**src/rtl/lfsr_13_pkg.sv**
```systemverilog
// Shared constants and the single-step scrambler recurrence for the 528-bit LFSR link.
package lfsr_13_pkg;

  localparam int WIDTH   = 528;
  localparam int STEP    = 14;
  localparam int TAP1    = 169;
  localparam int TAP2    = 283;
  localparam int TAP3    = 401;
  localparam int LOCK_N  = 4;
  localparam int ERR_W   = 16;
  localparam int CLEAN_W = $clog2(LOCK_N + 1);

  typedef enum logic {
    ST_UNSEEDED,
    ST_RUN
  } desc_state_e;

  // One scrambler step: shift up, feed msb^d into bit 0, and fold msb into the tap bits.
  function automatic logic [WIDTH-1:0] lfsr_step(input logic [WIDTH-1:0] s, input logic d);
    logic             msb;
    logic [WIDTH-1:0] t;
    msb     = s[WIDTH-1];
    t       = {s[WIDTH-2:0], msb ^ d};
    t[TAP1] = t[TAP1] ^ msb;
    t[TAP2] = t[TAP2] ^ msb;
    t[TAP3] = t[TAP3] ^ msb;
    return t;
  endfunction

endpackage

```
**src/rtl/lfsr_13_step_unroll.sv**
```systemverilog
// Combinational STEP-fold scrambler: advances state p by STEP serial bits d[0..STEP-1].
module lfsr_13_step_unroll
  import lfsr_13_pkg::*;
(
  input  logic [WIDTH-1:0] p,
  input  logic [STEP-1:0]  d,
  output logic [WIDTH-1:0] e
);

  logic [WIDTH-1:0] acc;

  // Apply the single-step recurrence STEP times, bit d[0] first.
  always_comb begin
    acc = p;
    for (int k = 0; k < STEP; k++) begin
      acc = lfsr_step(acc, d[k]);
    end
    e = acc;
  end

endmodule

```
**src/rtl/lfsr_13_descrambler.sv**
```systemverilog
// Receive-side descrambler: recovers the serial bits from consecutive scrambler states,
// checks each beat against the recurrence, and tracks lock and error statistics.
module lfsr_13_descrambler
  import lfsr_13_pkg::*;
(
  input  logic             clk,
  input  logic             rst,
  input  logic             seed_load,
  input  logic [WIDTH-1:0] seed_in,
  input  logic             in_valid,
  output logic             in_ready,
  input  logic [WIDTH-1:0] state_in,
  output logic             out_valid,
  input  logic             out_ready,
  output logic [STEP-1:0]  serial_out,
  output logic             out_err,
  output logic [ERR_W-1:0] err_count,
  output logic             locked
);

  desc_state_e        state_q, state_d;
  logic [WIDTH-1:0]   prev_q, prev_d;
  logic               out_valid_q, out_valid_d;
  logic [STEP-1:0]    serial_q, serial_d;
  logic               out_err_q, out_err_d;
  logic [ERR_W-1:0]   err_count_q, err_count_d;
  logic [CLEAN_W-1:0] clean_q, clean_d;
  logic               locked_q, locked_d;

  logic [STEP-1:0]    d_rec;
  logic [WIDTH-1:0]   expected;
  logic               accept;
  logic               mismatch;

  // The top STEP bits carry no taps, so each absorbed bit is the old msb xor where it landed.
  always_comb begin
    d_rec = '0;
    for (int k = 0; k < STEP; k++) begin
      d_rec[k] = state_in[STEP-1-k] ^ prev_q[WIDTH-1-k];
    end
  end

  lfsr_13_step_unroll u_unroll (
    .p (prev_q),
    .d (d_rec),
    .e (expected)
  );

  assign mismatch = (expected != state_in);
  assign in_ready = (state_q == ST_RUN) && !seed_load && (!out_valid_q || out_ready);
  assign accept   = in_valid && in_ready;

  // Next-state: FSM, output register handoff, resync to received state, counters.
  always_comb begin
    state_d     = state_q;
    prev_d      = prev_q;
    out_valid_d = out_valid_q;
    serial_d    = serial_q;
    out_err_d   = out_err_q;
    err_count_d = err_count_q;
    clean_d     = clean_q;
    locked_d    = locked_q;

    if (accept) begin
      prev_d      = state_in;
      out_valid_d = 1'b1;
      serial_d    = d_rec;
      out_err_d   = mismatch;
      if (mismatch) begin
        if (err_count_q != '1) err_count_d = err_count_q + ERR_W'(1);
        clean_d  = '0;
        locked_d = 1'b0;
      end else begin
        if (clean_q != CLEAN_W'(LOCK_N)) clean_d = clean_q + CLEAN_W'(1);
        locked_d = (clean_d == CLEAN_W'(LOCK_N));
      end
    end else if (out_valid_q && out_ready) begin
      out_valid_d = 1'b0;
    end

    // Seeding never coincides with an accept because in_ready is held low.
    if (seed_load) begin
      state_d  = ST_RUN;
      prev_d   = seed_in;
      clean_d  = '0;
      locked_d = 1'b0;
    end
  end

  // State registers with synchronous active-low reset.
  always_ff @(posedge clk) begin
    if (!rst) begin
      state_q     <= ST_UNSEEDED;
      prev_q      <= '0;
      out_valid_q <= 1'b0;
      serial_q    <= '0;
      out_err_q   <= 1'b0;
      err_count_q <= '0;
      clean_q     <= '0;
      locked_q    <= 1'b0;
    end else begin
      state_q     <= state_d;
      prev_q      <= prev_d;
      out_valid_q <= out_valid_d;
      serial_q    <= serial_d;
      out_err_q   <= out_err_d;
      err_count_q <= err_count_d;
      clean_q     <= clean_d;
      locked_q    <= locked_d;
    end
  end

  assign out_valid  = out_valid_q;
  assign serial_out = serial_q;
  assign out_err    = out_err_q;
  assign err_count  = err_count_q;
  assign locked     = locked_q;

endmodule

```
**config.mk**
```make
export PLATFORM = sky130hd
export DESIGN_NAME = lfsr_13_descrambler
export DESIGN_NICKNAME = d
export VERILOG_FILES = /design/src/rtl/lfsr_13_pkg.sv /design/src/rtl/lfsr_13_step_unroll.sv /design/src/rtl/lfsr_13_descrambler.sv
export SDC_FILE = /design/constraint.sdc
export NUM_CORES = 2
export LEC_CHECK = 0
export ABC_AREA = 1
export CAP_MARGIN = 20
export CORE_AREA = 2 2 423 425
export CTS_CLUSTER_SIZE = 25
export DETAILED_ROUTE_END_ITERATION = 7
export DIE_AREA = 0 0 425 427
export GPL_ROUTABILITY_DRIVEN = 0
export GPL_TIMING_DRIVEN = 0
export HOLD_SLACK_MARGIN = 0.02
export SKIP_LAST_GASP = 1
export SLEW_MARGIN = 20
export SYNTH_ARGS = -nofsm -noshare
export SYNTH_HDL_FRONTEND = slang
export SYNTH_SLANG_ARGS = --single-unit
export TNS_END_PERCENT = 20
```
**constraint.sdc**
```tcl
create_clock -name clk -period 4.3 [get_ports clk]
set_input_delay 0.43 -clock clk [delete_from_list [all_inputs] [get_ports clk]]
set_output_delay 0.43 -clock clk [all_outputs]
set_load 0.1 [all_outputs]
```
==> results.md <==
| Group | Result | Reported |
|---|---|---|
| run status | Outcome | finished clean |
| synth | Biggest area consumer among synthesized cells | sky130_fd_sc_hd__dfxtp_1 |
| sta | Time the final worst path needs with I/O delays and setup | 3.86 ns |
| die | DIE HEIGHT | 427 um |
| global route | Number of global-route vias before repair | 44300 |
| die | Standard-cell rows | 155 |
| synth | Dominant cells by area after synthesis | sky130_fd_sc_hd__dfxtp_1 31%, sky130_fd_sc_hd__nand2_1 23%, sky130_fd_sc_hd__a31oi_1 9.0%, sky130_fd_sc_hd__o21ai_0 7.4%, sky130_fd_sc_hd__xnor2_1 6.9% |
| sta | Clock skew | 0.0672 ns |
| critical path | Worst setup SP type | register |
| pwr | Switching share of power | 0.367 |
| die | Starting utilization of the core area | 0.207 |
| finish | Nets@finish | 8184 |
| pwr | Clk pwr share | 0.383 |
| critical path | Worst reg-to-reg setup slack | 0.44 ns |
| critical path | Launching point of the worst reg2reg path | prev_q[40] |
| clock network | Clock buffers created by TritonCTS | 76 |
| synth | Distinct cells, synth | 38 |
| global route | Maximum number of pins on one net before global-route repair | 14 |
| clock network | Clock sink count | 565 |
| finish | Area used by multi-input combinational logic | 22300 um^2 |
| critical path | Data required time of the critical path | 4.90 ns |
| drt | Vias/cell | 4.99 |
| sta | Hold slack | 0.259 ns |
| finish | Filler Cells Inserted | 19500 |
| global route | Antenna violations before repair | 150 |
| synth | Synth Area per Inst | 6.18 um^2 |
| critical path | Count of cells along the worst register-to-register path | 13 |
| critical path | Worst Setup End Kind | register |
| sta | Period utilisation layout | 0.898 |
| sta | Total negative slack | 0 ns |
| clock network | Clock latency reported for the late side of the worst-skew pair | 0.75 ns |
| drt | Drt pass-1 iters | 8 |
| sta | Unrepaired setup endpoints after global routing | false |
| finish | Flip-flop and latch area | 11300 um^2 |
| clock network | CTS Root Buffer Type | sky130_fd_sc_hd__clkbuf_16 |
| synth | Portion of synthesized cell area occupied by the leading cell type | 0.308 |
| synth | Cell Area, Synth | 36800 um^2 |
| clock network | Clock slew seen by the registers of the worst setup and hold paths | 0.06 ns |
| pwr | Relative contribution of sequential cells to total power | 0.335 |
| die | IO Count | 1095 |
| clock network | Clock tree from TritonCTS | built |
| sta | Transition time at the pin with the least slew margin | 1.21 ns |
| finish | Post-synthesis to final-layout area growth | 45.9% |
| global route | Global-route wire length before repair | 379 mm |
| sta | Max-slew headroom at the worst pin | 0.190 |
| place | Port bufs | 1092 |
| global route | Total congestion overflow after global routing | 0 |
| pwr | Leakage dissipation | 22.2 nW |
| sta | Setup violation total in the final timing report | 0 |
| drt | DRC violation count after routing | 0 |
| die | Die Footprint | 181000 um^2 |
| hold path | Worst hold path depth | 3 |
| sta | FMAX | 259 MHz |
| critical path | Worst setup path startpoint | prev_q[40] |
| pwr | Comb pwr share | 0.282 |
| pwr | Total net switching power | 6.75 mW |
| critical path | CP max FO | 10 |
| die | Area of the placeable core | 177000 um^2 |
| drt | Total number of vias | 48100 |
| global route | GR Util All Layers | 0.311 |
| critical path | CP arrival | 4.46 ns |
| hold path | Path category of the worst min-delay check | input port to register |
| finish | Fraction of layout cells with a size suffix above 1 | 0.0390 |
| synth | Post-synthesis sequential area ratio | 0.308 |
| synth | Number of register bits inferred by synthesis | 565 |
| synth | Total of warnings raised by yosys | 0 |
| drt | Routed Antenna Nets | 0 |
| clock network | Post-CTS repair timing setup buffer count | 0 |
| pwr | Int Power | 11.6 mW |
| clock network | Number of H-tree levels | 3 |
| clock network | Total of hold buffers inserted after clock tree synthesis | 0 |
| hold path | Startpoint of the tightest hold check path | seed_in[485] |
| clock network | Count of instances resized after the clock tree is built | 0 |
| sta | Final hold violation count | 0 |
| drt | Routed wirelength normalized by instance count | 30.8 um |
| run | Number of maximum-capacitance constraint violations | 0 |
| die | Die width | 425 um |
| critical path | CP Class | register to register |
| drt | Initial DRC Count | 5664 |
| pwr | Cell Pwr Density | 342 nW/um^2 |
| sta | Number of pins with negative max-slew slack in the final report | 0 |
| place | Post-detail-place hpwl | 259 mm |
| clock network | Largest buffer count on any clock path | 3 |
| pwr | Worst vdd ir | 0.287 mV |
| synth | Post-synthesis cell count | 5948 |
| drt | Routed Wire Length | 297 mm |
| synth | Number of nets in the synthesized netlist | 7012 |
==> area by class of cell <==
class | instances | share of cell area
diodes | 98 | 0.00457
plain buffers | 311 | 0.0248
clock buffers | 107 | 0.0401
clock inverters | 33 | 0.0101
inverters | 502 | 0.0351
multi-input cells | 4570 | 0.415
flip-flops and latches | 565 | 0.211
well taps | 2355 | 0.0549
repair buffers | 1094 | 0.204
==> routing by layer <==
layer	up-vias	global-route usage	wire length, um
li1	21500	-	-
met1	22500	0.359	109000
met2	3195	0.496	132000
met3	839	0.0699	26700
met4	42	0.250	28700
met5	-	0.00132	267
==> metrics by stage <==
stage	worst slack [ns]	area, um^2	instances	total power [mW]	util
3_3_place_gp	-0.372	50600	9395	11.3	0.286
3_5_place_dp	-0.0276	50700	9397	11.3	0.286
4_1_cts	0.583	53400	9537	18.3	0.301
5_1_grt	0.321	53500	9595	18.9	0.302
2_1_floorplan	0.859	36800	5948	8.18	-
6_report	0.439	53600	9635	18.4	0.303
==> kinds of logic (layout without fill, tap and decap cells) <==
logic type | count (synthesis) | count (layout) | synth area share
adders and majority gates | 3 | 3 | 0.00102
other | 0 | 98 | 0
DFF | 565 | 565 | 0.308
AOI/OAI and AO/OA | 1123 | 1123 | 0.172
buffers and inverters | 813 | 2047 | 0.0873
and+or+nand+nor | 2921 | 2921 | 0.307
xor gates and xnor gates | 523 | 523 | 0.125
==> registers in the layout (all words and copies together) (netlist names) <==
| name | flops |
|---|---|
| out_err | 1 |
| serial_out | 14 |
| err_count | 16 |
| locked | 1 |
| clean_q | 3 |
| state_q | 1 |
| out_valid | 1 |
| prev_q | 528 |
==> Yosys cell counts <==
cell type and instances:
sky130_fd_sc_hd__nand3_1 57, sky130_fd_sc_hd__inv_1 487, sky130_fd_sc_hd__nor3_1 10, sky130_fd_sc_hd__nor3_2 1
sky130_fd_sc_hd__nand2_2 14, sky130_fd_sc_hd__inv_2 14, sky130_fd_sc_hd__nand2_1 2253, sky130_fd_sc_hd__nor2_4 1
sky130_fd_sc_hd__xnor2_2 1, sky130_fd_sc_hd__nor2b_1 5, sky130_fd_sc_hd__xnor2_1 289, sky130_fd_sc_hd__a21oi_1 35
sky130_fd_sc_hd__o41ai_1 1, sky130_fd_sc_hd__o21ai_1 1, sky130_fd_sc_hd__nand3_4 1, sky130_fd_sc_hd__nand2b_1 1
sky130_fd_sc_hd__buf_2 97, sky130_fd_sc_hd__nand4_1 33, sky130_fd_sc_hd__and2_1 9, sky130_fd_sc_hd__dfxtp_1 565
sky130_fd_sc_hd__buf_4 5, sky130_fd_sc_hd__xor2_2 1, sky130_fd_sc_hd__a21oi_2 10, sky130_fd_sc_hd__xor2_1 232
sky130_fd_sc_hd__ha_1 3, sky130_fd_sc_hd__nor4_1 1, sky130_fd_sc_hd__o21bai_1 1, sky130_fd_sc_hd__buf_1 2
sky130_fd_sc_hd__clkbuf_1 206, sky130_fd_sc_hd__nor2_2 2, sky130_fd_sc_hd__nand2_4 1, sky130_fd_sc_hd__clkinv_1 1
sky130_fd_sc_hd__a31oi_1 528, sky130_fd_sc_hd__nor2_1 521, sky130_fd_sc_hd__and3b_1 1, sky130_fd_sc_hd__nand3b_1 10
sky130_fd_sc_hd__o21ai_0 547, sky130_fd_sc_hd__buf_12 1
==> final timing paths <==
check,endpoint
worst min-delay path,prev_q[485]
worst max register to register,err_count[11]
worst max-delay path,err_count[11]
worst min register to register,locked
==> critical path, cell delays in order (launching register included) <==
cell and delay, ns:
sky130_fd_sc_hd__dfxtp_1 0.35, sky130_fd_sc_hd__xnor2_1 0.89, sky130_fd_sc_hd__nand3_1 0.64, sky130_fd_sc_hd__nor2_1 0.22, sky130_fd_sc_hd__nand2_1 0.20, sky130_fd_sc_hd__nor2_1 0.23
sky130_fd_sc_hd__nand2_1 0.07, sky130_fd_sc_hd__nor2_1 0.09, sky130_fd_sc_hd__nand2_1 0.07, sky130_fd_sc_hd__nor2_1 0.18, sky130_fd_sc_hd__nand3_4 0.28, sky130_fd_sc_hd__buf_2 0.31
sky130_fd_sc_hd__nand3_1 0.12, sky130_fd_sc_hd__a21oi_2 0.07
==> power groups by stage <==
stage	Sequential, mW	Clock, mW	Combinational [mW]
floorplan	6.07	0	2.11
CTS	6.13	7.04	5.11
global placement	6.23	0	5.03
detailed placement	6.24	0	5.07
finish	6.15	7.03	5.19
global route	6.17	7.25	5.45
==> placed cells by master (no fill, tap or decap), drive strengths merged, types with 33 or more instances in the layout <==
| master | instances |
|---|---|
| a21oi | 45 |
| clkdlybuf4s50 | 1092 |
| nand2 | 2268 |
| nand3 | 58 |
| inv | 509 |
| nor2 | 524 |
| buf | 107 |
| xor2 | 233 |
| o21ai | 548 |
| clkbuf | 313 |
| diode | 98 |
| a31oi | 528 |
| nand4 | 33 |
| xnor2 | 290 |
| dfxtp | 565 |
(Power assumes the default switching activity.)
